**config.mk**
```make
export PLATFORM = sky130hd
export DESIGN_NAME = qupls_alu_steer_flat
export DESIGN_NICKNAME = d
export VERILOG_FILES = /design/src/rtl/qupls_alu_steer_pkg.sv /design/src/rtl/qupls_alu_steer_if.sv /design/src/rtl/qupls_alu_steer_classify.sv /design/src/rtl/qupls_alu_steer.sv /design/src/flat_wrapper.sv
export SDC_FILE = /design/constraint.sdc
export NUM_CORES = 1
export LEC_CHECK = 0
export ABC_AREA = 0
export BUFFER_PORTS_ARGS = -buffer_cell sky130_fd_sc_hd__clkbuf_2
export CORE_AREA = 2 2 131 133
export CTS_CLUSTER_SIZE = 24
export DETAILED_ROUTE_END_ITERATION = 8
export DIE_AREA = 0 0 133 135
export PLACE_DENSITY = 0.75
export SLEW_MARGIN = 5
export SYNTH_ARGS = -nofsm -noshare
export SYNTH_HDL_FRONTEND = slang
export SYNTH_SLANG_ARGS = --single-unit
```
**constraint.sdc**
```tcl
create_clock -name clk -period 8.5 [get_ports clk]
set_input_delay 1.7 -clock clk [delete_from_list [all_inputs] [get_ports clk]]
set_output_delay 1.7 -clock clk [all_outputs]
set_load 0.02 [all_outputs]
```
**src/rtl/qupls_alu_steer_pkg.sv**
```systemverilog
// ----------------------------------------------------------------------------
// QuplsPkg: shared types and classification helpers for the ALU steering stage.
//   alu_class_t   : per-lane steering class (CLS_NONE / CLS_ANY / CLS_ALU0)
//   opcode_t      : major opcode field of a decoded instruction
//   funct_t       : function field used by OP_R2 register-register ops
//   instruction_t : decoded instruction carried through the stage
//   fnAluClass    : opcode/funct -> alu_class_t
//   fnIsDivide    : opcode/funct -> long-latency divide/modulo flag
// ----------------------------------------------------------------------------
package QuplsPkg;

    typedef enum logic [1:0] {
        CLS_NONE = 2'd0,
        CLS_ANY  = 2'd1,
        CLS_ALU0 = 2'd2
    } alu_class_t;

    typedef enum logic [5:0] {
        OP_NOP   = 6'd0,
        OP_R2    = 6'd2,
        OP_ADDI  = 6'd4,
        OP_CMPI  = 6'd5,
        OP_ANDI  = 6'd8,
        OP_ORI   = 6'd9,
        OP_XORI  = 6'd10,
        OP_MULI  = 6'd12,
        OP_MULUI = 6'd13,
        OP_DIVI  = 6'd14,
        OP_DIVUI = 6'd15,
        OP_CSR   = 6'd16,
        OP_BSR   = 6'd20,
        OP_JSR   = 6'd21,
        OP_PRED  = 6'd24,
        OP_BCC   = 6'd28,
        OP_LOAD  = 6'd32,
        OP_STORE = 6'd40
    } opcode_t;

    typedef enum logic [4:0] {
        F_ADD    = 5'd0,
        F_SUB    = 5'd1,
        F_AND    = 5'd2,
        F_OR     = 5'd3,
        F_XOR    = 5'd4,
        F_SLT    = 5'd5,
        F_MUL    = 5'd8,
        F_MULU   = 5'd9,
        F_MULSU  = 5'd10,
        F_MULW   = 5'd11,
        F_MULUW  = 5'd12,
        F_MULSUW = 5'd13,
        F_DIV    = 5'd16,
        F_DIVU   = 5'd17,
        F_DIVSU  = 5'd18,
        F_MOD    = 5'd19,
        F_MODU   = 5'd20,
        F_MODSU  = 5'd21
    } funct_t;

    typedef struct packed {
        opcode_t     opcode;
        funct_t      funct;
        logic [5:0]  rd;
        logic [5:0]  rs1;
        logic [5:0]  rs2;
        logic [10:0] imm;
    } instruction_t;

    function automatic alu_class_t fnAluClass(input opcode_t op, input funct_t fn);
        alu_class_t cls;
        cls = CLS_NONE;
        case (op)
            OP_R2: begin
                // Multiply/divide hardware only exists on ALU 0.
                case (fn)
                    F_MUL, F_MULU, F_MULSU, F_MULW, F_MULUW, F_MULSUW,
                    F_DIV, F_DIVU, F_DIVSU, F_MOD, F_MODU, F_MODSU: cls = CLS_ALU0;
                    default: cls = CLS_ANY;
                endcase
            end
            OP_CSR, OP_BSR, OP_JSR, OP_MULI, OP_MULUI,
            OP_DIVI, OP_DIVUI, OP_PRED: cls = CLS_ALU0;
            OP_ADDI, OP_CMPI, OP_ANDI, OP_ORI, OP_XORI: cls = CLS_ANY;
            default: cls = CLS_NONE;
        endcase
        return cls;
    endfunction

    function automatic logic fnIsDivide(input opcode_t op, input funct_t fn);
        logic is_div;
        is_div = 1'b0;
        case (op)
            OP_R2: begin
                case (fn)
                    F_DIV, F_DIVU, F_DIVSU, F_MOD, F_MODU, F_MODSU: is_div = 1'b1;
                    default: is_div = 1'b0;
                endcase
            end
            OP_DIVI, OP_DIVUI: is_div = 1'b1;
            default: is_div = 1'b0;
        endcase
        return is_div;
    endfunction

endpackage

```
**src/rtl/qupls_alu_steer_if.sv**
```systemverilog
// ----------------------------------------------------------------------------
// qupls_alu_steer_if: handshake/bus bundle of the ALU steering stage.
//   in_valid/in_ready/instr            : decoded group from decode
//   out_valid/out_ready                : steered group to the issue queues
//   out_instr/out_cls/out_alu          : registered group, class and ALU index
//   alu0_held                          : ALU 0 fence active
//   slave  modport : the steering stage
//   master modport : the environment driving it
// ----------------------------------------------------------------------------
interface qupls_alu_steer_if #(
    parameter int NLANE = 4,
    parameter int NALU  = 2
);
    import QuplsPkg::*;

    localparam int AW = $clog2(NALU);

    logic                           in_valid;
    logic                           in_ready;
    instruction_t [NLANE-1:0]       instr;
    logic                           out_valid;
    logic                           out_ready;
    instruction_t [NLANE-1:0]       out_instr;
    alu_class_t   [NLANE-1:0]       out_cls;
    logic         [NLANE-1:0][AW-1:0] out_alu;
    logic                           alu0_held;

    modport slave (
        input  in_valid, instr, out_ready,
        output in_ready, out_valid, out_instr, out_cls, out_alu, alu0_held
    );

    modport master (
        output in_valid, instr, out_ready,
        input  in_ready, out_valid, out_instr, out_cls, out_alu, alu0_held
    );

endinterface

```
**src/rtl/qupls_alu_steer_classify.sv**
```systemverilog
// ----------------------------------------------------------------------------
// qupls_alu_classify: combinational per-lane classifier.
//   instr_i : decoded instruction
//   cls_o   : steering class of the lane
//   div_o   : lane is a divide/modulo (triggers the ALU 0 fence)
// ----------------------------------------------------------------------------
module qupls_alu_classify
    import QuplsPkg::*;
(
    input  instruction_t instr_i,
    output alu_class_t   cls_o,
    output logic         div_o
);
    assign cls_o = fnAluClass(instr_i.opcode, instr_i.funct);
    assign div_o = fnIsDivide(instr_i.opcode, instr_i.funct);

    // Register and immediate fields do not affect steering.
    logic unused_fields;
    assign unused_fields = ^{instr_i.rd, instr_i.rs1, instr_i.rs2, instr_i.imm};

endmodule

```
**src/rtl/qupls_alu_steer.sv**
```systemverilog
// ----------------------------------------------------------------------------
// qupls_alu_steer: steers each decode lane to an integer ALU.
//   clk      : clock
//   rst      : asynchronous active-high reset
//   steer_if : qupls_alu_steer_if.slave (input group, registered output group)
// ALU0-only ops are pinned to ALU 0 and, when present, remove ALU 0 from the
// round-robin set for the other lanes. Optional macro QUPLS_ALU0_FENCE_EN adds
// a hold counter that withholds ALU 0 for DIV_HOLD cycles after a divide.
// ----------------------------------------------------------------------------
module qupls_alu_steer
    import QuplsPkg::*;
#(
    parameter int NLANE    = 4,
    parameter int NALU     = 2,
    parameter int DIV_HOLD = 8
) (
    input  logic             clk,
    input  logic             rst,
    qupls_alu_steer_if.slave steer_if
);
    localparam int AW = $clog2(NALU);
    typedef logic [AW-1:0] alu_idx_t;

    alu_class_t [NLANE-1:0] lane_cls;
    logic       [NLANE-1:0] lane_div;
    alu_idx_t   [NLANE-1:0] lane_alu;
    logic       [NALU-1:0]  elig;
    logic                   grp_alu0, grp_any, grp_div, hold_block;
    logic                   accept, in_ready;
    alu_idx_t               ptr, rr_d, rr_q;

    logic                   out_valid_q;
    instruction_t [NLANE-1:0] out_instr_q;
    alu_class_t   [NLANE-1:0] out_cls_q;
    alu_idx_t     [NLANE-1:0] out_alu_q;

    for (genvar g = 0; g < NLANE; g++) begin : g_lane
        qupls_alu_classify u_classify (
            .instr_i (steer_if.instr[g]),
            .cls_o   (lane_cls[g]),
            .div_o   (lane_div[g])
        );
    end

    // First eligible ALU at or above start, wrapping to the lowest eligible.
    function automatic alu_idx_t first_elig(input logic [NALU-1:0] mask, input int start);
        alu_idx_t ge_idx, any_idx;
        logic     ge_found;
        ge_idx   = '0;
        any_idx  = '0;
        ge_found = 1'b0;
        for (int i = NALU - 1; i >= 0; i--) begin
            if (mask[i]) begin
                any_idx = alu_idx_t'(i);
                if (i >= start) begin
                    ge_idx   = alu_idx_t'(i);
                    ge_found = 1'b1;
                end
            end
        end
        return ge_found ? ge_idx : any_idx;
    endfunction

    always_comb begin
        // NOTE: every variable written here gets a default first, so no path leaves one unassigned and no latch is inferred.
        grp_alu0 = 1'b0;
        grp_any  = 1'b0;
        grp_div  = 1'b0;
        for (int l = 0; l < NLANE; l++) begin
            if (lane_cls[l] == CLS_ALU0) grp_alu0 = 1'b1;
            if (lane_cls[l] == CLS_ANY)  grp_any  = 1'b1;
            if (lane_div[l])             grp_div  = 1'b1;
        end

        elig = '1;
        if (grp_alu0 || hold_block) elig[0] = 1'b0;

        // ptr always holds the next ALU to hand out; after the last ANY lane
        // it is exactly the new round-robin position.
        ptr = first_elig(elig, int'(rr_q));
        for (int l = 0; l < NLANE; l++) begin
            lane_alu[l] = '0;
            if (lane_cls[l] == CLS_ANY) begin
                lane_alu[l] = ptr;
                ptr         = first_elig(elig, int'(ptr) + 1);
            end
        end
        rr_d = grp_any ? ptr : rr_q;
    end

    assign in_ready = !out_valid_q || steer_if.out_ready;
    assign accept   = steer_if.in_valid && in_ready;

    always_ff @(posedge clk or posedge rst) begin
        // NOTE: state registers use non-blocking assignments so every flop samples pre-edge values.
        if (rst) begin
            out_valid_q <= 1'b0;
            out_instr_q <= '0;
            out_alu_q   <= '0;
            rr_q        <= alu_idx_t'(1);
            for (int l = 0; l < NLANE; l++) out_cls_q[l] <= CLS_NONE;
        end else if (accept) begin
            out_valid_q <= 1'b1;
            out_instr_q <= steer_if.instr;
            out_cls_q   <= lane_cls;
            out_alu_q   <= lane_alu;
            rr_q        <= rr_d;
        end else if (steer_if.out_ready) begin
            out_valid_q <= 1'b0;
        end
    end

`ifdef QUPLS_ALU0_FENCE_EN
    logic [5:0] hold_q, hold_d;

    // A new divide reloads the fence even if it is already counting.
    always_comb begin
        hold_d = hold_q;
        if (accept && grp_div)  hold_d = 6'(DIV_HOLD);
        else if (hold_q != '0)  hold_d = hold_q - 6'd1;
    end

    always_ff @(posedge clk or posedge rst) begin
        if (rst) hold_q <= '0;
        else     hold_q <= hold_d;
    end

    assign hold_block         = (hold_q != '0);
    assign steer_if.alu0_held = hold_block;
`else
    assign hold_block         = 1'b0;
    assign steer_if.alu0_held = 1'b0;

    logic unused_fence;
    assign unused_fence = grp_div ^ (DIV_HOLD > 0);
`endif

    assign steer_if.in_ready  = in_ready;
    assign steer_if.out_valid = out_valid_q;
    assign steer_if.out_instr = out_instr_q;
    assign steer_if.out_cls   = out_cls_q;
    assign steer_if.out_alu   = out_alu_q;

endmodule

```
**src/flat_wrapper.sv**
```systemverilog
// flat-port wrapper written by rule: the top's interface ports become plain ports
module qupls_alu_steer_flat import QuplsPkg::*;
#(
    parameter int NLANE    = 4,
    parameter int NALU     = 2,
    parameter int DIV_HOLD = 8
)
  (clk, rst, steer_if_in_valid, steer_if_instr, steer_if_out_ready, steer_if_in_ready, steer_if_out_valid, steer_if_out_instr, steer_if_out_cls, steer_if_out_alu, steer_if_alu0_held);
  qupls_alu_steer_if #(.NLANE(NLANE), .NALU(NALU)) steer_if_i ();
  input  logic clk;
  input  logic rst;
  input wire logic [$bits(steer_if_i.in_valid)-1:0] steer_if_in_valid;
  input wire logic [$bits(steer_if_i.instr)-1:0] steer_if_instr;
  input wire logic [$bits(steer_if_i.out_ready)-1:0] steer_if_out_ready;
  output wire logic [$bits(steer_if_i.in_ready)-1:0] steer_if_in_ready;
  output wire logic [$bits(steer_if_i.out_valid)-1:0] steer_if_out_valid;
  output wire logic [$bits(steer_if_i.out_instr)-1:0] steer_if_out_instr;
  output wire logic [$bits(steer_if_i.out_cls)-1:0] steer_if_out_cls;
  output wire logic [$bits(steer_if_i.out_alu)-1:0] steer_if_out_alu;
  output wire logic [$bits(steer_if_i.alu0_held)-1:0] steer_if_alu0_held;
  assign steer_if_i.in_valid = steer_if_in_valid;
  assign steer_if_i.instr = steer_if_instr;
  assign steer_if_i.out_ready = steer_if_out_ready;
  assign steer_if_in_ready = steer_if_i.in_ready;
  assign steer_if_out_valid = steer_if_i.out_valid;
  assign steer_if_out_instr = steer_if_i.out_instr;
  assign steer_if_out_cls = steer_if_i.out_cls;
  assign steer_if_out_alu = steer_if_i.out_alu;
  assign steer_if_alu0_held = steer_if_i.alu0_held;
  qupls_alu_steer #(.NLANE(NLANE), .NALU(NALU), .DIV_HOLD(DIV_HOLD)) u_core (.clk(clk), .rst(rst), .steer_if(steer_if_i));
endmodule
```
==> flow_metrics.env, run 1 <==
export IMPL_wire_per_inst_um=14.4
export IMPL_post_place_ws_ns=4.50
export IMPL_max_slew_margin_pct=29.5
export IMPL_final_nets=1299
export IMPL_max_clock_freq_ghz=0.256
export IMPL_synth_nets=978
export IMPL_path_class="in -> out"
export IMPL_final_setup_worst_slack_ns=4.60
export IMPL_postCtsHoldBufs=0
export IMPL_fp_dieW_um=133
export IMPL_vias=6384
export IMPL_drt_total_wl_um=19700
export IMPL_cap_violations=0
export IMPL_cts_buffer_depth=2
export IMPL_synth_edf_count=0
export IMPL_grt_pass1_vias=6126
export IMPL_cts_max_level=4
export IMPL_holdPathEnd="u_core.steer_if.out_instr[83]$_DFFE_PP0P_"
export IMPL_ys_seq_area_share_pct=61.4
export IMPL_synth_most_common_cell="nand2_1"
export IMPL_post_cts_buffers=0
export IMPL_global_route_overflow_total=0
export IMPL_gp_congestion=0.809
export IMPL_cpPeakStageDelay_ns=0.22
export IMPL_core_area_um2=16400
export IMPL_num_rows=47
export IMPL_status="completed"
export IMPL_slew_violations=0
export IMPL_reg2reg_depth=5
export IMPL_cp_num_buf_inv=2
export IMPL_grt_pass1_wl_um=31400
export IMPL_synth_ff_type="dfrtp_1"
export IMPL_drive_above_1_share_pct=33.3
export IMPL_drt_iter0_drc=399
export IMPL_ant_nets=0
export IMPL_hp_start="u_core.steer_if.out_instr[83]$_DFFE_PP0P_"
export IMPL_reg2reg_from="u_core.steer_if.out_valid$_DFFE_PP0P_"
export IMPL_crit_chain="clkbuf_2 -> nand2b_1 -> clkbuf_2"
export IMPL_reg2reg_slack_ns=5.95
export IMPL_firstDrtPassIters=4
export IMPL_worstMarginPinSlew_ns=1.06
export IMPL_track_usage_pct=22.1
export IMPL_syn2layout_area_growth_pct=34.0
export IMPL_rsz0062_at_grt="no"
export IMPL_syn_area_per_cell_um2=8.72
export IMPL_hold_path_depth=2
export IMPL_synth_common_cells="507 x nand2_1, 173 x dfrtp_1, 30 x clkbuf_1"
export IMPL_ys_ff_latch=174
export IMPL_diodes=0
export IMPL_numCtsBuffers=17
export IMPL_viasPerCell=4.67
export IMPL_final_hold_viol_count=0
export IMPL_dp_hpwl_um=14200
export IMPL_final_cells=1368
export IMPL_die_area_um2=18000
export IMPL_start_kind="input port"
export IMPL_cts_root_buf="clkbuf_16"
export IMPL_cpMaxStageDelayCell="clkbuf_2"
export IMPL_clkSlewWorstSetupHoldPaths_ns=0.06
export IMPL_period_share_pct=45.9
export IMPL_fillers=1461
export IMPL_power_density_nw_per_um2=237
export IMPL_async_flop_share_pct=100
export IMPL_netlist_instances=814
export IMPL_vdd_drop_max_v=0.000137
export IMPL_route_detailed_drc=0
export IMPL_fin_hold_ws_ns=0.472
export IMPL_num_io_pins=339
export IMPL_ctsResizeCount=0
export IMPL_ys_types=46
export IMPL_place_port_buffers=337
export IMPL_min_path_type="reg -> reg"
export IMPL_synth_top_area_share_pct=61.0
export IMPL_skew_ns=0.00780
export IMPL_arrival_ns=2.20
export IMPL_grt_max_degree=104
export IMPL_worstPathRequired_ns=6.80
export IMPL_setup_worst_path_start="steer_if_out_ready"
export IMPL_place_inst=1336
export IMPL_path_max_fanout=4
export IMPL_synth_area_um2=7100
export IMPL_synth_area_leaders="dfrtp_1 61%, nand2_1 27%, clkbuf_1 1.6%"
export IMPL_final_core_utilization_pct=58.0
export IMPL_period_needed_ns=3.90
export IMPL_critPathTopFamily="buffers and inverters"
export IMPL_p_leak_nw=5.53
export IMPL_insertion_delay_ns=0.43
export IMPL_cts_tree="yes"
export IMPL_timing_rr_end="u_core.steer_if.out_alu[3]$_DFFE_PP0P_"
export IMPL_antenna_found_initial=0
export IMPL_start_util_pct=43.3
export IMPL_fin_tns_setup_ns=0
export IMPL_setup_viol_count_final=0
export IMPL_critPathCaptureType="output port"
export IMPL_clkSinkCount=174
export IMPL_die_h_um=135
export IMPL_cp_common_cell="clkbuf_2"
export IMPL_yosys_warnings=0
export IMPL_synth_area_leader_cell="dfrtp_1"
worst register-to-register path: cells and delay by family (launching register included):
kind	cells	cell delay, ns
AO/OA/AOI/OAI	1	0.17
flip-flops	1	0.38
buffers and inverters	1	0.87
AND/OR/NAND/NOR	3	1.05
how the worst max path moves through the flow:
stage | endpoint | slack, ns | cells past startpoint
final | steer_if_in_ready | 4.60 | 3
after detailed placement | u_core.steer_if.out_instr[75]$_DFFE_PP0P_ | 4.50 | 5
after global placement | u_core.steer_if.out_instr[154]$_DFFE_PP0P_ | 4.55 | 5
after global routing | steer_if_in_ready | 4.56 | 3
after CTS | steer_if_in_ready | 4.60 | 3
after floorplan | u_core.steer_if.out_alu[0]$_DFFE_PP0P_ | 2.08 | 1
stage by stage:
step | power (mW) | instance area, um2
after floorplan | 1.32 | 7100
after global placement | 1.51 | 8950
after detailed placement | 1.53 | 8950
after CTS | 2.27 | 9510
after global routing | 2.36 | 9510
final | 2.25 | 9510
metal layers:
metal | GRT usage, % | routed length [um] | up-vias
met5 | 0 | 0 | -
met4 | 9.08 | 527 | 0
met3 | 5.82 | 1310 | 37
met2 | 35.8 | 9640 | 237
met1 | 28.5 | 8250 | 2937
li1 | - | - | 3173
logic make-up after synthesis:
logic type      count (synthesis)  share of synthesized area (%)
flops                         174                           61.4
xor+xnor                        9                           1.22
mux                             4                          0.564
compound gates                 39                           4.14
simple gates                  544                           30.3
buf+inv                        43                           2.33
other cells                     1                         0.0528
registers in the layout, summed over array words and instances (netlist names):
register                   count
u_core.steer_if.out_cls        8
u_core.steer_if.out_valid      1
u_core.steer_if.out_instr    160
u_core.steer_if.out_alu        4
u_core.rr_q                    1
where the power goes:
group	leakage (nW)	switching [mW]	total [mW]	internal, mW
logic	3.11	0.340	0.509	0.170
clock network	0.268	0.330	0.744	0.415
registers	2.15	0.0607	0.997	0.936
cell usage in the layout, fill, tap and decap left out, types with 5 or more instances in the layout:
cell type / netlist / final
nand2_1: 507 / 506
clkbuf_2: 0 / 337
dfrtp_1: 173 / 173
clkbuf_16: 0 / 17
o21ai_0: 8 / 8
a21oi_1: 7 / 7
nor2_1: 6 / 6
xnor2_1: 6 / 6
nand2b_1: 5 / 5
nor3_1: 5 / 5
cell type report:
type / instances / area [um2] / area share [%]
Sequential cell: 174 / 4360 / 45.8
Multi-Input combinational cell: 597 / 2590 / 27.2
Timing Repair Buffer: 341 / 1720 / 18.0
Clock buffer: 21 / 450 / 4.73
Tap cell: 220 / 275 / 2.89
Clock inverter: 11 / 108 / 1.13
Inverter: 4 / 20.0 / 0.210
Note: power is estimated with default switching activity, not from simulation.
==> inputs of run 2 (changes only) <==
clock period = 3.6 ns   (was 8.5 ns; I/O delays follow)
==> flow_metrics.env, run 2 (synthesized netlist as in run 1, its figures left out) <==
export IMPL_final_core_utilization_pct=58.8
export IMPL_cts_tree="yes"
export IMPL_fp_dieW_um=133
export IMPL_setup_worst_path_start="steer_if_instr[78]"
export IMPL_vdd_drop_max_v=0.000335
export IMPL_fin_tns_setup_ns=0
export IMPL_period_needed_ns=2.19
export IMPL_insertion_delay_ns=0.42
export IMPL_final_hold_viol_count=0
export IMPL_fillers=1467
export IMPL_worstMarginPinSlew_ns=0.874
export IMPL_die_h_um=135
export IMPL_ant_nets=0
export IMPL_power_density_nw_per_um2=557
export IMPL_final_cell_mix="506 x nand2_1, 337 x clkbuf_2, 173 x dfrtp_1, 17 x clkbuf_16, 8 x o21ai_0"
export IMPL_place_area_um2=9070
export IMPL_path_class="in -> reg"
export IMPL_vias=6420
export IMPL_wire_per_inst_um=14.6
export IMPL_cts_buffer_depth=2
export IMPL_clkSlewWorstSetupHoldPaths_ns=0.07
export IMPL_gp_congestion=0.810
export IMPL_cap_violations=0
export IMPL_min_path_type="in -> async"
export IMPL_final_nets=1306
export IMPL_global_route_overflow_total=0
export IMPL_top_usage_layer="met2"
export IMPL_final_common_cell="nand2_1"
export IMPL_path_max_fanout=9
export IMPL_viasPerCell=4.67
export IMPL_drive_above_1_share_pct=33.9
export IMPL_rsz0062_at_grt="no"
export IMPL_firstDrtPassIters=4
export IMPL_track_usage_pct=22.9
export IMPL_route_detailed_drc=0
export IMPL_ctsResizeCount=0
export IMPL_start_kind="input port"
export IMPL_cts_root_buf="clkbuf_16"
export IMPL_reg2reg_from="u_core.rr_q$_DFFE_PP1P_"
export IMPL_post_cts_buffers=0
export IMPL_max_clock_freq_ghz=0.458
export IMPL_num_rows=47
export IMPL_arrival_ns=2.53
export IMPL_grt_pass1_wl_um=32200
export IMPL_num_io_pins=339
export IMPL_period_share_pct=60.7
export IMPL_cts_max_level=4
export IMPL_slew_violations=0
export IMPL_max_slew_margin_pct=41.6
export IMPL_critPathCaptureType="flip-flop"
export IMPL_syn2layout_area_growth_pct=35.8
export IMPL_antenna_found_initial=0
export IMPL_core_area_um2=16400
export IMPL_place_port_buffers=337
export IMPL_die_area_um2=18000
export IMPL_final_area_um2=9640
export IMPL_numCtsBuffers=17
export IMPL_dp_hpwl_um=14900
export IMPL_worstPathRequired_ns=3.94
export IMPL_met2_usage_pct=37.7
export IMPL_setup_viol_count_final=0
export IMPL_grt_pass1_vias=6244
export IMPL_largest_register_ffs=160
export IMPL_status="completed"
export IMPL_postCtsHoldBufs=0
export IMPL_grt_max_degree=69
export IMPL_p_leak_nw=5.59
export IMPL_globalRouteMet1Util_pct=28.9
export IMPL_diodes=0
export IMPL_skew_ns=0.00619
export IMPL_start_util_pct=43.3
export IMPL_drt_total_wl_um=20100
export IMPL_clkSinkCount=174
export IMPL_grt_util_met3_pct=6.72
export IMPL_drt_iter0_drc=305
-- run 2: cell count changes in the layout (fill, tap and decap cells not counted) --
cell / delta
clkbuf_1: -3
buf_12: +5
inv_6: +1
clkinv_2: +1
clkinv_4: -1
inv_8: +1
buf_4: +2
clkinvlp_4: +1
-- run 2: layout make-up --
type | instances | area [um2] | share of cell area [%]
Clock buffer | 18 | 439 | 4.56
Clock inverter | 14 | 133 | 1.38
Inverter | 4 | 18.8 | 0.195
Multi-Input combinational cell | 597 | 2590 | 26.8
Sequential cell | 174 | 4360 | 45.2
Tap cell | 220 | 275 | 2.86
Timing Repair Buffer | 348 | 1830 | 19.0
-- run 2: worst paths after layout --
check / cells after the start / end / slack [ns]
min in group clk: 2 / u_core.steer_if.out_instr[156]$_DFFE_PP0P_ / 0.47
worst max-delay path: 8 / u_core.rr_q$_DFFE_PP1P_ / 1.41
max in group asynchronous: 3 / u_core.steer_if.out_instr[155]$_DFFE_PP0P_ / 2.34
worst min register to register: 2 / u_core.steer_if.out_instr[156]$_DFFE_PP0P_ / 0.47
worst min-delay path: 2 / u_core.steer_if.out_instr[65]$_DFFE_PP0P_ / 0.46
worst max register to register: 7 / u_core.rr_q$_DFFE_PP1P_ / 1.54
-- run 2: metal layers --
metal	up-vias	part of all wire, %
li1	3186	-
met2	244	49
met4	0	2.4
met1	2954	42
met3	36	6.9
met5	-	0
-- run 2: per-stage QoR --
stage / power, mW / hold slack [ns] / setup slack (ns) / std cells
after floorplan: 3.11 / 0.549 / 0.656 / 814
after global routing: 5.64 / 0.466 / 1.26 / 1375
after CTS: 5.42 / 0.463 / 1.43 / 1375
after detailed placement: 3.62 / 0.461 / 0.983 / 1343
final: 5.37 / 0.459 / 1.41 / 1375
after global placement: 3.59 / 0.457 / 1.05 / 1343
-- run 2: power breakdown --
group | total (mW) | internal [mW] | leakage [nW] | switching, mW
combinational | 1.22 | 0.415 | 3.16 | 0.807
clock | 1.79 | 0.986 | 0.280 | 0.809
sequential | 2.35 | 2.21 | 2.15 | 0.140
-- run 2: worst max-delay path: stages --
cell	delay, ns
clkbuf_2	0.12
or2_1	0.29
or4b_1	0.53
o41ai_4	0.14
nor2_2	0.11
a31oi_1	0.30
mux2i_1	0.22
o21ai_1	0.08
